$ cat src/rtl/clock_set_ctrl.sv
`default_nettype none
// +----------------------------------------------------------------------+
// | Module   : clock_set_ctrl (with helper clock_set_ctrl_key)           |
// | Purpose  : Push-button front end for a clock time-keeper. Debounces  |
// |            three active-low keys, steps the set-mode FSM and issues  |
// |            one up/down adjust request per accepted key press.        |
// | Revision : 1.0 - initial release                                     |
// +----------------------------------------------------------------------+

// Per-key conditioning: synchronizer chain, debouncer, and press pulse.
module clock_set_ctrl_key #(
  parameter int DEBOUNCE_CYCLES = 1000000,
  parameter int SYNC_STAGES     = 2
) (
  input  logic clk,
  input  logic reset,
  input  logic key_raw,
  output logic press
);

  // Counter only needs to reach DEBOUNCE_CYCLES-1 before the level is accepted.
  localparam int CNT_W = (DEBOUNCE_CYCLES > 1) ? $clog2(DEBOUNCE_CYCLES) : 1;
  localparam logic [CNT_W-1:0] CNT_LAST = CNT_W'(DEBOUNCE_CYCLES - 1);

  logic [SYNC_STAGES-1:0] sync_q;
  logic                   sample;
  logic                   stable;
  logic [CNT_W-1:0]       cnt;

  generate
    if (SYNC_STAGES == 1) begin : g_sync_single
      // Single-flop synchronizer; idles high like a released key.
      always_ff @(posedge clk) begin
        if (reset) sync_q <= '1;
        else       sync_q <= key_raw;
      end
    end else begin : g_sync_chain
      // Multi-flop synchronizer chain; idles high like a released key.
      always_ff @(posedge clk) begin
        if (reset) sync_q <= '1;
        else       sync_q <= {sync_q[SYNC_STAGES-2:0], key_raw};
      end
    end
  endgenerate

  assign sample = sync_q[SYNC_STAGES-1];

  // Debouncer: accept a new level only after DEBOUNCE_CYCLES differing samples in a row.
  always_ff @(posedge clk) begin
    if (reset) begin
      stable <= 1'b1;
      cnt    <= '0;
      press  <= 1'b0;
    end else begin
      press <= 1'b0;
      if (sample == stable) begin
        cnt <= '0;
      end else if (cnt == CNT_LAST) begin
        stable <= sample;
        cnt    <= '0;
        // A change away from a high stable level is a 1->0 transition, i.e. a press.
        press  <= stable;
      end else begin
        cnt <= cnt + CNT_W'(1);
      end
    end
  end

endmodule

// Top level: three conditioned keys driving the mode FSM and adjust request.
module clock_set_ctrl #(
  parameter int DEBOUNCE_CYCLES = 1000000,
  parameter int SYNC_STAGES     = 2
) (
  input  logic       clk,
  input  logic       reset,
  input  logic       keyMode,
  input  logic       keyUp,
  input  logic       keyDown,
  input  logic       oneSecTick,
  output logic       set,
  output logic [1:0] sethms,
  output logic [1:0] upDown,
  output logic       on,
  output logic [3:0] modeLeds
);

  localparam logic [1:0] S_RUN   = 2'd0;
  localparam logic [1:0] S_SET_H = 2'd1;
  localparam logic [1:0] S_SET_M = 2'd2;
  localparam logic [1:0] S_SET_S = 2'd3;

  localparam logic [1:0] UD_IDLE = 2'b00;
  localparam logic [1:0] UD_UP   = 2'b01;
  localparam logic [1:0] UD_DOWN = 2'b10;

  // Index order of the conditioned keys: [2]=mode, [1]=up, [0]=down.
  logic [2:0] keys_raw;
  logic [2:0] keys_press;

  assign keys_raw = {keyMode, keyUp, keyDown};

  generate
    for (genvar i = 0; i < 3; i++) begin : g_key
      clock_set_ctrl_key #(
        .DEBOUNCE_CYCLES (DEBOUNCE_CYCLES),
        .SYNC_STAGES     (SYNC_STAGES)
      ) u_key (
        .clk     (clk),
        .reset   (reset),
        .key_raw (keys_raw[i]),
        .press   (keys_press[i])
      );
    end
  endgenerate

  logic mode_press;
  logic up_press;
  logic down_press;

  assign mode_press = keys_press[2];
  assign up_press   = keys_press[1];
  assign down_press = keys_press[0];

  logic [1:0] state;
  logic [1:0] state_nx;
  logic [1:0] up_down;
  logic [1:0] up_down_nx;

  // Next-state: a live request locks out every key until a tick retires it.
  always_comb begin
    state_nx   = state;
    up_down_nx = up_down;
    if (up_down != UD_IDLE) begin
      // up_down here is the value at the start of the cycle, so a tick
      // coinciding with the loading press cannot retire the new request.
      if (oneSecTick) up_down_nx = UD_IDLE;
    end else if (mode_press) begin
      // Mode wins over a coincident adjust press; the adjust is dropped.
      case (state)
        S_RUN:   state_nx = S_SET_H;
        S_SET_H: state_nx = S_SET_M;
        S_SET_M: state_nx = S_SET_S;
        default: state_nx = S_RUN;
      endcase
    end else if ((state != S_RUN) && (up_press ^ down_press)) begin
      up_down_nx = up_press ? UD_UP : UD_DOWN;
    end
  end

  logic       set_q;
  logic       on_q;
  logic [1:0] sethms_q;
  logic [3:0] leds_q;

  // State, request and decoded outputs all registered together.
  always_ff @(posedge clk) begin
    if (reset) begin
      state    <= S_RUN;
      up_down  <= UD_IDLE;
      set_q    <= 1'b0;
      on_q     <= 1'b1;
      sethms_q <= 2'b11;
      leds_q   <= 4'b0001;
    end else begin
      state   <= state_nx;
      up_down <= up_down_nx;
      case (state_nx)
        S_SET_H: begin
          set_q    <= 1'b1;
          on_q     <= 1'b0;
          sethms_q <= 2'b00;
          leds_q   <= 4'b0010;
        end
        S_SET_M: begin
          set_q    <= 1'b1;
          on_q     <= 1'b0;
          sethms_q <= 2'b01;
          leds_q   <= 4'b0100;
        end
        S_SET_S: begin
          set_q    <= 1'b1;
          on_q     <= 1'b0;
          sethms_q <= 2'b10;
          leds_q   <= 4'b1000;
        end
        default: begin
          set_q    <= 1'b0;
          on_q     <= 1'b1;
          sethms_q <= 2'b11;
          leds_q   <= 4'b0001;
        end
      endcase
    end
  end

  assign set      = set_q;
  assign on       = on_q;
  assign sethms   = sethms_q;
  assign upDown   = up_down;
  assign modeLeds = leds_q;

endmodule
`default_nettype wire

$ cat config.mk
export PLATFORM = sky130hd
export DESIGN_NAME = clock_set_ctrl
export DESIGN_NICKNAME = d
export VERILOG_FILES = /design/src/rtl/clock_set_ctrl.sv
export SDC_FILE = /design/constraint.sdc
export NUM_CORES = 1
export LEC_CHECK = 0
export ABC_AREA = 1
export CORE_MARGIN = 3
export CORE_UTILIZATION = 43
export CTS_CLUSTER_DIAMETER = 30
export DETAILED_ROUTE_END_ITERATION = 10
export GPL_TIMING_DRIVEN = 0
export PLACE_DENSITY = 0.68
export SYNTH_ARGS = -nofsm -noshare
export SYNTH_HDL_FRONTEND = slang
export SYNTH_SLANG_ARGS = --single-unit
$ cat constraint.sdc
create_clock -name clk -period 2.2 [get_ports clk]
set_input_delay 0.33 -clock clk [delete_from_list [all_inputs] [get_ports clk]]
set_output_delay 0.33 -clock clk [all_outputs]
set_load 0.005 [all_outputs]
======== Word-level counts from Yosys, hierarchy flattened ========
Cells that the tools add are included.
word-level totals
  latch bits .............................. 0
  flip-flop bits (word level) ............. 84
  RAM bits ................................ 0
  memories kept ........................... 0
  ROM bits ................................ 0
  logic and storage cells ................. 69
  output and inout bits ................... 10
  input bits .............................. 6
cells by class
  div/mod/pow operators ................... 0
  bitwise operators ....................... 7
  order comparisons ....................... 0
  shift operators ......................... 0
  muxes and demuxes ....................... 12
  add/subtract/negate cells ............... 3
  multiply operators ...................... 0
  eq/ne operators ......................... 13
  reductions and logical operators ........ 16
operator list
  operator                                       number
  adder 20 x 1 -> 20 bit, second input constant  3
  == test 20 bit, second input constant          3
  OR reduction 3 bit                             7
  2-to-1 mux 2 bit                               7
  case mux 2 bit (3 select lines)                2
  case mux 4 bit (3 select lines)                1
  == test 2 bit, second input constant           3
  inverter 1 bit                                 6
  AND reduction 2 bit                            3
  nonzero test 2 bit                             3
  == test 2 x 1 -> 1 bit, second input constant  2
  != test 2 bit, second input constant           2
  == test 1 bit                                  3
  AND reduction 3 bit                            1
  logical NOT 2 bit                              1
  2-to-1 mux 1 bit                               2
  logical AND 1 bit                              1
  XOR 1 bit                                      1

======== Longest topological paths before layout ========
Gate-level depths: netlist of the first run.
  depth after elaboration ................. 7
  mapped depth ............................ 9
  mapped depth without buffers ............ 9

======== Modules after synthesis ========
Synthesis of the first run repeated with hierarchy kept, for this count alone.
unflattened totals
  cell total of the unflattened synthesis .. 528
  area, all modules ....................... 3890.0 sq um
by module, submodules not included
  module              area each (sq um)  cells each  times used  sequential area each (sq um)
  clock_set_ctrl_key  1127.3             155         3           480.5
  clock_set_ctrl      508.0              63          1           220.2

======== Least setup slack after synthesis of the first run ========
OpenSTA, ideal clock, no wires.
  path type ............................... flip-flop to flip-flop
  start ................................... register state[0]
  end ..................................... register sethms_q[1], in the netlist sethms[1]
  period minus slack after synthesis ...... 1.665 ns
  buffers on the path ..................... 0
  setup slack ............................. 0.535 ns
  required time ........................... 2.077 ns
  arrival time ............................ 1.542 ns
  stages on the path, launching flop included .. 7
  library setup time ...................... 0.123 ns
  cells stage by stage .................... dfxtp_1 > inv_1 > ha_1 > o21ai_0 > inv_1 > ha_1 > or2_2
on the way
  word-level cells in the longest chain between the ends .. 6
  elaborated cells between the ends (all ways) .. 10
  classes of those cells .................. 5 x eq/ne; 4 x mux; 1 x reduce/logical
ends and longest elaborated chain
  element                                                         RTL line  RTL
  start: declaration                                              126       logic [1:0] state;
  start signal: assignment                                        167       state <= state_nx;
  == test 2 bit, or another cell as far along                     141       case (state)
  case mux 2 bit (3 select lines) (*)                             141
  2-to-1 mux 2 bit (*)                                            139       end else if (mode_press) begin
  2-to-1 mux 2 bit (*)                                            135       if (up_down != UD_IDLE) begin
  net state_nx[1]                                                 127       logic [1:0] state_nx;
  == test 2 bit / == test 2 x 1 -> 1 bit (equally long branches)  169       case (state_nx)
  case mux 2 bit (3 select lines) (*)                             169
  end signal: assignment                                          164       sethms_q <= 2'b11;
  end signal: assignment                                          173       sethms_q <= 2'b00;
  end signal: assignment                                          179       sethms_q <= 2'b01;
  end: declaration                                                154       logic [1:0] sethms_q;
Mark *: on every way through the listed nets, which the timed path passes. The rest lies on a longest branch.
A chain may end at the register's enable or synchronous reset.

======== Final worst setup path of the first run ========
Ends and elaborated chain as after synthesis.

==> impl_results.md, run 1 <==
- Run status: completed
- Syn Inst Count: 578
- Placed inst area: ~4300 um2
- Top cell type's share of synthesized area: 0.4133
- Die Width: ~100 um
- Maximum VDD drop: between 0.0003 and 0.0004 V
- Pre-CTS setup slack: slightly above 400 ps
- Number of H-tree levels: 3
- Clk buf depth: 2
- Drt total wl: between 7 and 8 mm
- Die Footprint: around 11,000 um2
- Crit path DAT: around 2000 ps
- Post-Syn Area: about 4000 um2
- Routability cong.: between 0.8 and 0.9
- DRC Markers: 0
- Adder-Cell Fraction of Synth Area: 0.02490
- CTS Hold Bufs: 0
- Vias in the first global route: between 3,000 and 4,000
- CTS clk-pin slew, worst paths: roughly 90 ps
- Yosys Warn Count: 0
- Achievable Freq: 560.7 MHz
- Final setup viols: 0
- DR pass1 iterations: 4
- Post-synthesis xor/xnor area fraction: 0.08061
- Slowest cell on crit path: o21ai_0
- Core Footprint: approximately 8900 um2
- Post-synth top area cell: dfxtp_1
- CTS root buf: clkbuf_8
- Post-CTS resize count: 0
- DP Wirelength: roughly 5.7 mm
- Fin area: around 4500 um2
- Critical Path Max Stage Delay: ~370 ps
- Mean Syn Cell Area: 6.955 um2
- Skew-Pair Late Insertion Delay: ~360 ps
- Max Slew Vio Count: 0
- Num CTS Buffers: 9
- GRT Resource Usage Total: 0.1598
- Synth Register Bits: 83
- Filler cell count: approximately 880
- Vias: around 3,400
- Fin Setup TNS: 0 ps
- RSZ-0062 raised after global routing: no
- Multiplexer area fraction after synthesis: 0
- Number of nets still failing antenna checks after routing: 0
- Critical-path maximum fanout: 4
- Max Cap Viol: 0
- Largest family of logic cells by synthesized area: simple AND/OR/NAND/NOR gates
- Setup WS post-layout: approximately 420 ps
- Final Skew: between 9 and 10 ps
- Drt wl/cell: 10.65 um
- Global-route wire length before repair: approximately 14 mm
- Port bufs: 14
- Via density per instance: ~4.8
- Post-CTS Setup Bufs: 0
- Final design utilization: 0.5091
- Least-Margin Pin Slew: 414.4 ps
- CTS tree: built
- Sink Count: 83
- Max_slew headroom: 0.7208
- Initial antenna violation count: 0
- Final net count: 617
- Area Overhead vs Synth: 12.60%
- Total grt overflow: 0
- Post-layout minimum cycle time: approximately 1800 ps
- Fin. Hold Viols: 0
- Synth Area in Compound Gates: 0.03268
- Cell Chain, Critical Path: inv_1 -> ha_1 -> o21ai_0 -> inv_1 -> ha_1 -> or2_2
- Area contributors post-synth: dfxtp_1, nor2_1, nand2_1, inv_1, nand3_1
- Initial DRC count: 121
- LEAKAGE: around 1.5 nW
- Post-Syn Nets: approximately 600
- WS Path Type: reg -> reg
- # IOs: 16
- Element type at the critical path end: register
- Share of layout cells above drive strength 1: 0.07895
- Site Rows: 34
- Worst Path Required: roughly 2500 ps
- Cell variety after synth: 24
- Ant. Diodes: 0
- Post-synthesis sequential area ratio: 0.4133
- PwrDens: 620.8 nW/um2
- Largest net degree at the start of global routing: 17
- Startpoint types: register
- Fin crit share: 0.8107
- Starting density of the core: 0.4522
- Hold Path Class: reg -> reg
- Chip height: around 100 um
- Simple-Gate Fraction of Synth Area: 0.3778
==> layout make-up <==
type	instances	area, um2	area share
flip-flops and latches	83	1662	0.3671
repair buffers	14	140.1	0.03096
multi-input cells	425	2074	0.4583
inverters	61	229.0	0.05058
plain buffers	9	55.05	0.01216
clock inverters	7	107.6	0.02377
clock buffers	9	123.9	0.02736
well taps	108	135.1	0.02985
==> power breakdown <==
part	switching, W	internal [W]
Sequential	0.00000434	0.00151
Combinational	0.0000196	0.0000158
Clock	0.000602	0.000661
==> sequential cells by signal (all words and copies together) (netlist names) <==
register and count:
g_key.u_key.cnt 60, g_key.u_key.sync_q 6, modeLeds 4, g_key.u_key.press 3
g_key.u_key.stable 3, sethms 2, state 2, upDown 2
set 1
==> critical path, delay by kind of cell, from the launching register on <==
| kind | cells | cell delay [ps] |
|---|---|---|
| adder cells (fa/ha/maj) | 2 | 560 |
| AO/OA/AOI/OAI | 1 | 370 |
| flip-flops | 1 | 320 |
| AND/OR/NAND/NOR | 1 | 260 |
| buffers and inverters | 2 | 170 |
==> routing by layer <==
metal / GRT usage / share of wire / up-vias
li1: - / - / 1839
met1: 0.2040 / 0.49 / 1517
met2: 0.2612 / 0.46 / 48
met3: 0.04330 / 0.033 / 8
met4: 0.05449 / 0.011 / 0
met5: 0 / 0 / -
==> synthesized netlist by cell type <==
library cell,count
a21oi_1,20
a21oi_2,1
and2_1,1
buf_2,2
buf_4,5
clkbuf_1,2
dfxtp_1,83
ha_1,8
inv_1,61
nand2_1,133
nand2_2,1
nand3_1,44
nand3_2,7
nand4_1,6
nor2_1,138
nor2_2,4
nor2_4,3
nor3_1,8
o21ai_0,3
o21bai_1,1
or2_0,1
or2_2,9
xnor2_1,12
xor2_1,25
==> stage by stage <==
step | hold slack, ps | instances | power (W)
2_1_floorplan | 389.5 | 578 | 0.001568
3_3_place_gp | 403.7 | 700 | 0.001584
3_5_place_dp | 398.4 | 700 | 0.001584
4_1_cts | 422.0 | 716 | 0.002851
5_1_grt | 437.9 | 716 | 0.002916
6_report | 417.1 | 716 | 0.002810
==> worst paths after layout <==
kind | start | end | slack, ps | depth (start not counted)
hold reg to reg | g_key[2].u_key.sync_q[0] | g_key[2].u_key.sync_q[1] | 420 | 1
setup / recovery | state[0] | sethms[1] | 420 | 6
hold / removal | g_key[2].u_key.sync_q[0] | g_key[2].u_key.sync_q[1] | 420 | 1
setup reg to reg | state[0] | sethms[1] | 420 | 6
==> cells in the final DEF (no fill, tap or decap) <==
| cell type | synthesis | routed |
|---|---|---|
| a21oi_1 | 20 | 20 |
| nor2_2 | 4 | 4 |
| nor2_4 | 3 | 3 |
| inv_8 | 0 | 2 |
| clkdlybuf4s50_1 | 0 | 14 |
| dfxtp_1 | 83 | 83 |
| o21bai_1 | 1 | 1 |
| nand2_1 | 133 | 133 |
| nand3_1 | 44 | 44 |
| a21oi_2 | 1 | 1 |
| buf_4 | 5 | 5 |
| inv_1 | 61 | 61 |
| ha_1 | 8 | 8 |
| nor2_1 | 138 | 138 |
| nand4_1 | 6 | 6 |
| clkinv_4 | 0 | 1 |
| xnor2_1 | 12 | 12 |
| or2_0 | 1 | 1 |
| xor2_1 | 25 | 25 |
| o21ai_0 | 3 | 3 |
| nor3_1 | 8 | 8 |
| and2_1 | 1 | 1 |
| clkbuf_8 | 0 | 9 |
| clkbuf_1 | 2 | 2 |
| nand3_2 | 7 | 7 |
| buf_2 | 2 | 2 |
| bufinv_16 | 0 | 2 |
| or2_2 | 9 | 9 |
| clkinvlp_4 | 0 | 1 |
| inv_6 | 0 | 1 |
| nand2_2 | 1 | 1 |
==> cell families (layout without fill, tap and decap cells) <==
kind of cell    count (synthesis)  after routing
flops                          83             83
fa+ha+maj                       8              8
simple gates                  355            355
xor+xnor                       37             37
compound gates                 25             25
buf+inv                        70            100
Power figures use the tool's default switching activity.
==> run 2, diff against run 1 <==
==> constraint.sdc (replaced) <==
create_clock -name clk -period 1.7 [get_ports clk]
set_input_delay 0.255 -clock clk [delete_from_list [all_inputs] [get_ports clk]]
set_output_delay 0.255 -clock clk [all_outputs]
set_load 0.005 [all_outputs]
==> impl_results.md, run 2 (synthesis results as in run 1) <==
- Startpoint types: register
- Max Slew Vio Count: 0
- Number of nets still failing antenna checks after routing: 0
- DP Wirelength: ~5.7 mm
- Skew-Pair Late Insertion Delay: about 360 ps
- Sink Count: 83
- Critical Path Max Stage Delay: between 300 and 400 ps
- Max_slew headroom: 0.7561
- Total grt overflow: 0
- DRC Markers: 0
- WS Path Type: reg -> reg
- Number of H-tree levels: 3
- Power after layout: 0.003639 W
- Core Footprint: 8891 um2
- CTS clk-pin slew, worst paths: ~100 ps
- Final setup viols: 0
- Site Rows: 34
- Slowest cell on crit path: dfxtp_1
- LEAKAGE: 1.486 nW
- Clk buf depth: 2
- DR pass1 iterations: 4
- Num CTS Buffers: 9
- Hold path endpoint: g_key[2].u_key.sync_q[1]
- Hold WS: roughly 370 ps
- Ant. Diodes: 0
- Vias in the first global route: roughly 3,100
- R2r endpoint: sethms[1]
- Final net count: approximately 600
- Crit path DAT: 1860 ps
- Share of layout cells above drive strength 1: 0.08717
- Fin Setup TNS: 0 ps
- Achievable Freq: slightly above 600 MHz
- Cell Chain, Critical Path: inv_1 -> ha_1 -> o21ai_2 -> inv_1 -> ha_1 -> or2_2
- Hold path depth: 2
- Critical-path maximum fanout: 4
- Least-Margin Pin Slew: 365.8 ps
- Finished Layout Cells: 716
- Placed Cells incl. Taps: 700
- Min-delay src: reset
- GRT Resource Usage Total: 0.1598
- Hold Path Class: in -> reg
- CTS Hold Bufs: 0
- Drt wl/cell: between 10 and 15 um
- Vias: around 3,400
- Routability cong.: 0.8458
- Largest net degree at the start of global routing: 17
- Maximum VDD drop: between 0.0004 and 0.0005 V
- Area Overhead vs Synth: 13.23%
- Element type at the critical path end: register
- Die Footprint: about 11,000 um2
- # IOs: 16
- Fin. Hold Viols: 0
- Die Width: a little over 100 um
- Worst Path Required: between 1500 and 2000 ps
- Via density per instance: 4.765
- Global-route wire length before repair: 13.57 mm
- R2r setup slk: ~93 ps
- Initial DRC count: 120
- Final Skew: approximately 11 ps
- Worst R2R Start: state[0]
- Most common cell after layout, fill and taps aside: nor2_1
- Max Cap Viol: 0
- Fin crit share: 0.9455
- CTS root buf: clkbuf_8
- Post-layout minimum cycle time: 1607 ps
- Run status: completed
- Chip height: 102.7 um
- Initial antenna violation count: 0
- CTS tree: built
- Starting density of the core: 0.4522
- PwrDens: 799.5 nW/um2
- Drt total wl: 7.653 mm
- R2R cell count: 6
- Register with the most flip-flops: g_key.u_key.cnt
- Port bufs: 14
- Max reg flops: 60
- Most frequent cells in the layout: nor2_1, nand2_1, dfxtp_1
run 2: cell count changes in the layout (fill, tap and decap cells not counted):
cell | previous run | this run
ha_2 | 0 | 1
dfxtp_2 | 0 | 1
ha_1 | 8 | 7
xor2_1 | 25 | 24
clkbuf_4 | 0 | 2
buf_2 | 2 | 0
xor2_2 | 0 | 1
nand3_2 | 7 | 8
dfxtp_1 | 83 | 82
nand3_1 | 44 | 43
o21ai_0 | 3 | 2
o21ai_2 | 0 | 1
run 2: cell type report:
type,instances,area (um2)
Multi-Input combinational cell,425,2093
Fill cell,881,4339
Timing Repair Buffer,14,140.1
Clock inverter,7,107.6
Inverter,61,229.0
Clock buffer,9,123.9
Buffer,9,60.06
Sequential cell,83,1663
Tap cell,108,135.1
run 2: how the worst max path moves through the flow:
stage	from	endpoint	slack, ps	cells past startpoint
2_1_floorplan	state[0]	sethms[1]	30	6
3_3_place_gp	state[0]	sethms[1]	-70	6
3_5_place_dp	state[0]	sethms[1]	-90	6
4_1_cts	upDown[1]	sethms[1]	7	6
5_1_grt	state[0]	sethms[1]	-2	6
6_report	state[0]	sethms[1]	90	6
run 2: stage by stage:
step	utilization	worst slack, ps	cell area, um2
2_1_floorplan	-	34.70	4020
3_3_place_gp	0.4831	-74.42	4295
3_5_place_dp	0.4831	-93.16	4295
4_1_cts	0.5100	6.641	4534
5_1_grt	0.5120	-1.879	4552
6_report	0.5120	92.61	4552
run 2: timing repair:
action,in CTS,in global routing
pin swaps,0,1
buffers inserted,0,0
resized for setup,2,6
setup endpoints to repair,1,37
run 2: critical path: cells and delay by family, from the launching register on:
family          cells  cell delay (ps)
simple gates        1              260
compound gates      1              190
buf+inv             2              160
fa+ha+maj           2              560
flops               1              320
run 2: layer usage:
| metal | global-route usage | vias to the layer above | part of all wire |
|---|---|---|---|
| met2 | 0.2612 | 49 | 0.46 |
| met4 | 0.05449 | 0 | 0.011 |
| met5 | 0 | - | 0 |
| met1 | 0.2041 | 1518 | 0.49 |
| met3 | 0.04330 | 8 | 0.035 |
| li1 | - | 1837 | - |
run 2: power by group:
group	internal [W]	total [W]	switching, W
logic	0.0000211	0.0000465	0.0000255
registers	0.00195	0.00196	0.00000561
clock network	0.000855	0.00164	0.000781
==> run 3, diff against run 2 <==
--- a/config.mk
+++ b/config.mk
@@ -11,7 +11,7 @@
 export CTS_CLUSTER_DIAMETER = 30
 export DETAILED_ROUTE_END_ITERATION = 10
 export GPL_TIMING_DRIVEN = 0
-export PLACE_DENSITY = 0.68
+export PLACE_DENSITY = 0.6
 export SYNTH_ARGS = -nofsm -noshare
 export SYNTH_HDL_FRONTEND = slang
 export SYNTH_SLANG_ARGS = --single-unit
==> impl_results.md, run 3 (synthesis results as in run 1) <==
- Logic pwr share: 0.013
- Buf/Inv on CP: 1
- Startpoint types: register
- Drt wl/cell: approximately 11 um
- Cell Chain, Critical Path: ha_1 -> nand3_2 -> nor2_1 -> nand3_1 -> nand3_1 -> buf_2 -> nor2_1
- Die Width: approximately 100 um
- Chip height: slightly above 100 um
- LEAKAGE: between 1 and 1.5 nW
- Core Footprint: ~9000 um2
- Max reg flops: 60
- Post-layout minimum cycle time: 1607 ps
- Family with the most delay on the worst path: simple AND/OR/NAND/NOR gates
- Multi-input gate area: ~2100 um2
- Setup WS post-layout: a little over 90 ps
- Share of layout cells above drive strength 1: 0.08882
- Power Internal: approximately 0.0029 W
- Skew-Pair Late Insertion Delay: 360 ps
- DP Wirelength: 5.779 mm
- Post-CTS Setup Bufs: 0
- Clock share of power: 0.449
- RSZ-0062 raised after global routing: yes
- # IOs: 16
- Fin. Hold Viols: 0
- Port bufs: 14
- Most common cell after layout, fill and taps aside: nor2_1
- Final setup viols: 0
- Element type at the critical path end: register
- Critical-path maximum fanout: 10
- Site Rows: 34
- WS Path Type: reg -> reg
- Switching Share: 0.2156
- GR Layer Usage met3: 0.02368
- Num CTS Buffers: 9
- Run status: completed
- Starting density of the core: 0.4522
- Share of power burned in registers: 0.537
- Finished Layout Cells: about 720
- Number of H-tree levels: 3
- Final Skew: 18.19 ps
- CTS clk-pin slew, worst paths: approximately 90 ps
- Worst Path Required: between 1500 and 2000 ps
- Psw: ~0.0008 W
- Largest net degree at the start of global routing: 16
- Clk buf depth: 2
- Placed Cells incl. Taps: 700
- Routability cong.: 0.8703
- Critical Path Max Stage Delay: between 400 and 500 ps
- Via density per instance: 4.775
- Filler cell count: roughly 900
- Max_slew headroom: 0.7132
- GRT busiest layer: met2
- Max Slew Vio Count: 0
- Least-Margin Pin Slew: between 400 and 500 ps
- CTS root buf: clkbuf_8
- Fin crit share: 0.9455
- Register with the most flip-flops: g_key.u_key.cnt
- Met2 Use GR: 0.2488
- Number of nets still failing antenna checks after routing: 0
- Final net count: 617
- Initial antenna violation count: 0
- Reg area: 1664 um2
- Drt total wl: 7.881 mm
- GRT Resource Usage Total: 0.1601
- Hold Path Class: reg -> reg
- Total grt overflow: 0
- Sink Count: 83
- Achievable Freq: about 620 MHz
- Initial DRC count: approximately 140
- Vias in the first global route: roughly 3,000
- Die Footprint: 10,550 um2
- DRC Markers: 0
- CTS tree: built
- Pre-CTS setup slack: -140.4 ps
- M1 GR Usage: 0.2218
- Slowest cell on crit path: dfxtp_1
- Crit path DAT: roughly 1800 ps
- PwrDens: 796.0 nW/um2
- Vias: around 3,400
- Most frequent cells in the layout: nor2_1, nand2_1, dfxtp_1
- Global-route wire length before repair: about 14 mm
- CTS Hold Bufs: 0
- Maximum VDD drop: between 0.0003 and 0.0004 V
- Ant. Diodes: 0
- Area Overhead vs Synth: 13.82%
- DR pass1 iterations: 4
- Max Cap Viol: 0
==> run 3: worst reg2reg max path: cells and delay by family (launching register included) <==
family | cells | cell delay (ps)
AND/OR/NAND/NOR | 5 | 600
buffers and inverters | 1 | 250
adder cells (fa/ha/maj) | 1 | 230
flip-flops | 1 | 410
==> run 3: layout make-up <==
cell class              count  share of cell area
repair buffers             14             0.03063
inverters                  61             0.05004
clock inverters             6             0.02106
flip-flops and latches     83              0.3637
plain buffers               9             0.01203
clock buffers              10             0.03008
well taps                 108             0.02953
multi-input cells         425              0.4629
==> run 3: what timing repair did <==
item	CTS	global route
resized for setup	2	8
gates cloned	0	0
endpoints found under the setup margin	1	30
pin swaps	0	2
==> run 3: worst paths after layout <==
path / cells past startpoint / slack, ps / to / start
setup reg to reg: 7 / 90 / g_key[1].u_key.cnt[10] / g_key[1].u_key.cnt[0]
hold / removal: 1 / 420 / g_key[1].u_key.sync_q[1] / g_key[1].u_key.sync_q[0]
hold reg to reg: 1 / 420 / g_key[1].u_key.sync_q[1] / g_key[1].u_key.sync_q[0]
setup / recovery: 7 / 90 / g_key[1].u_key.cnt[10] / g_key[1].u_key.cnt[0]
==> run 3: power by group through the flow <==
stage | combinational, W | clock [W] | sequential [W]
after detailed placement | 0.0000489 | 0 | 0.00200
after CTS | 0.0000495 | 0.00168 | 0.00196
after global routing | 0.0000551 | 0.00176 | 0.00196
after global placement | 0.0000483 | 0 | 0.00200
final | 0.0000486 | 0.00164 | 0.00196
after floorplan | 0.0000288 | 0 | 0.00200
==> run 3: per-layer routing <==
| metal | vias up | part of all wire | wire length [um] |
|---|---|---|---|
| met4 | 0 | 0.019 | 149 |
| met3 | 10 | 0.034 | 270 |
| li1 | 1835 | - | - |
| met5 | - | 0 | 0 |
| met2 | 49 | 0.44 | 3439 |
| met1 | 1525 | 0.51 | 4022 |
==> run 3: stage by stage <==
step	utilization	hold WS (ps)	total power, W	TNS, ps	area (um2)
after floorplan	-	358.8	0.002030	0	4020
after global placement	0.4831	395.5	0.002050	-96.68	4295
after detailed placement	0.4831	399.5	0.002051	-140.4	4295
after CTS	0.5099	419.0	0.003690	0	4533
after global routing	0.5146	436.3	0.003777	-28.56	4576
final	0.5146	416.1	0.003642	0	4576
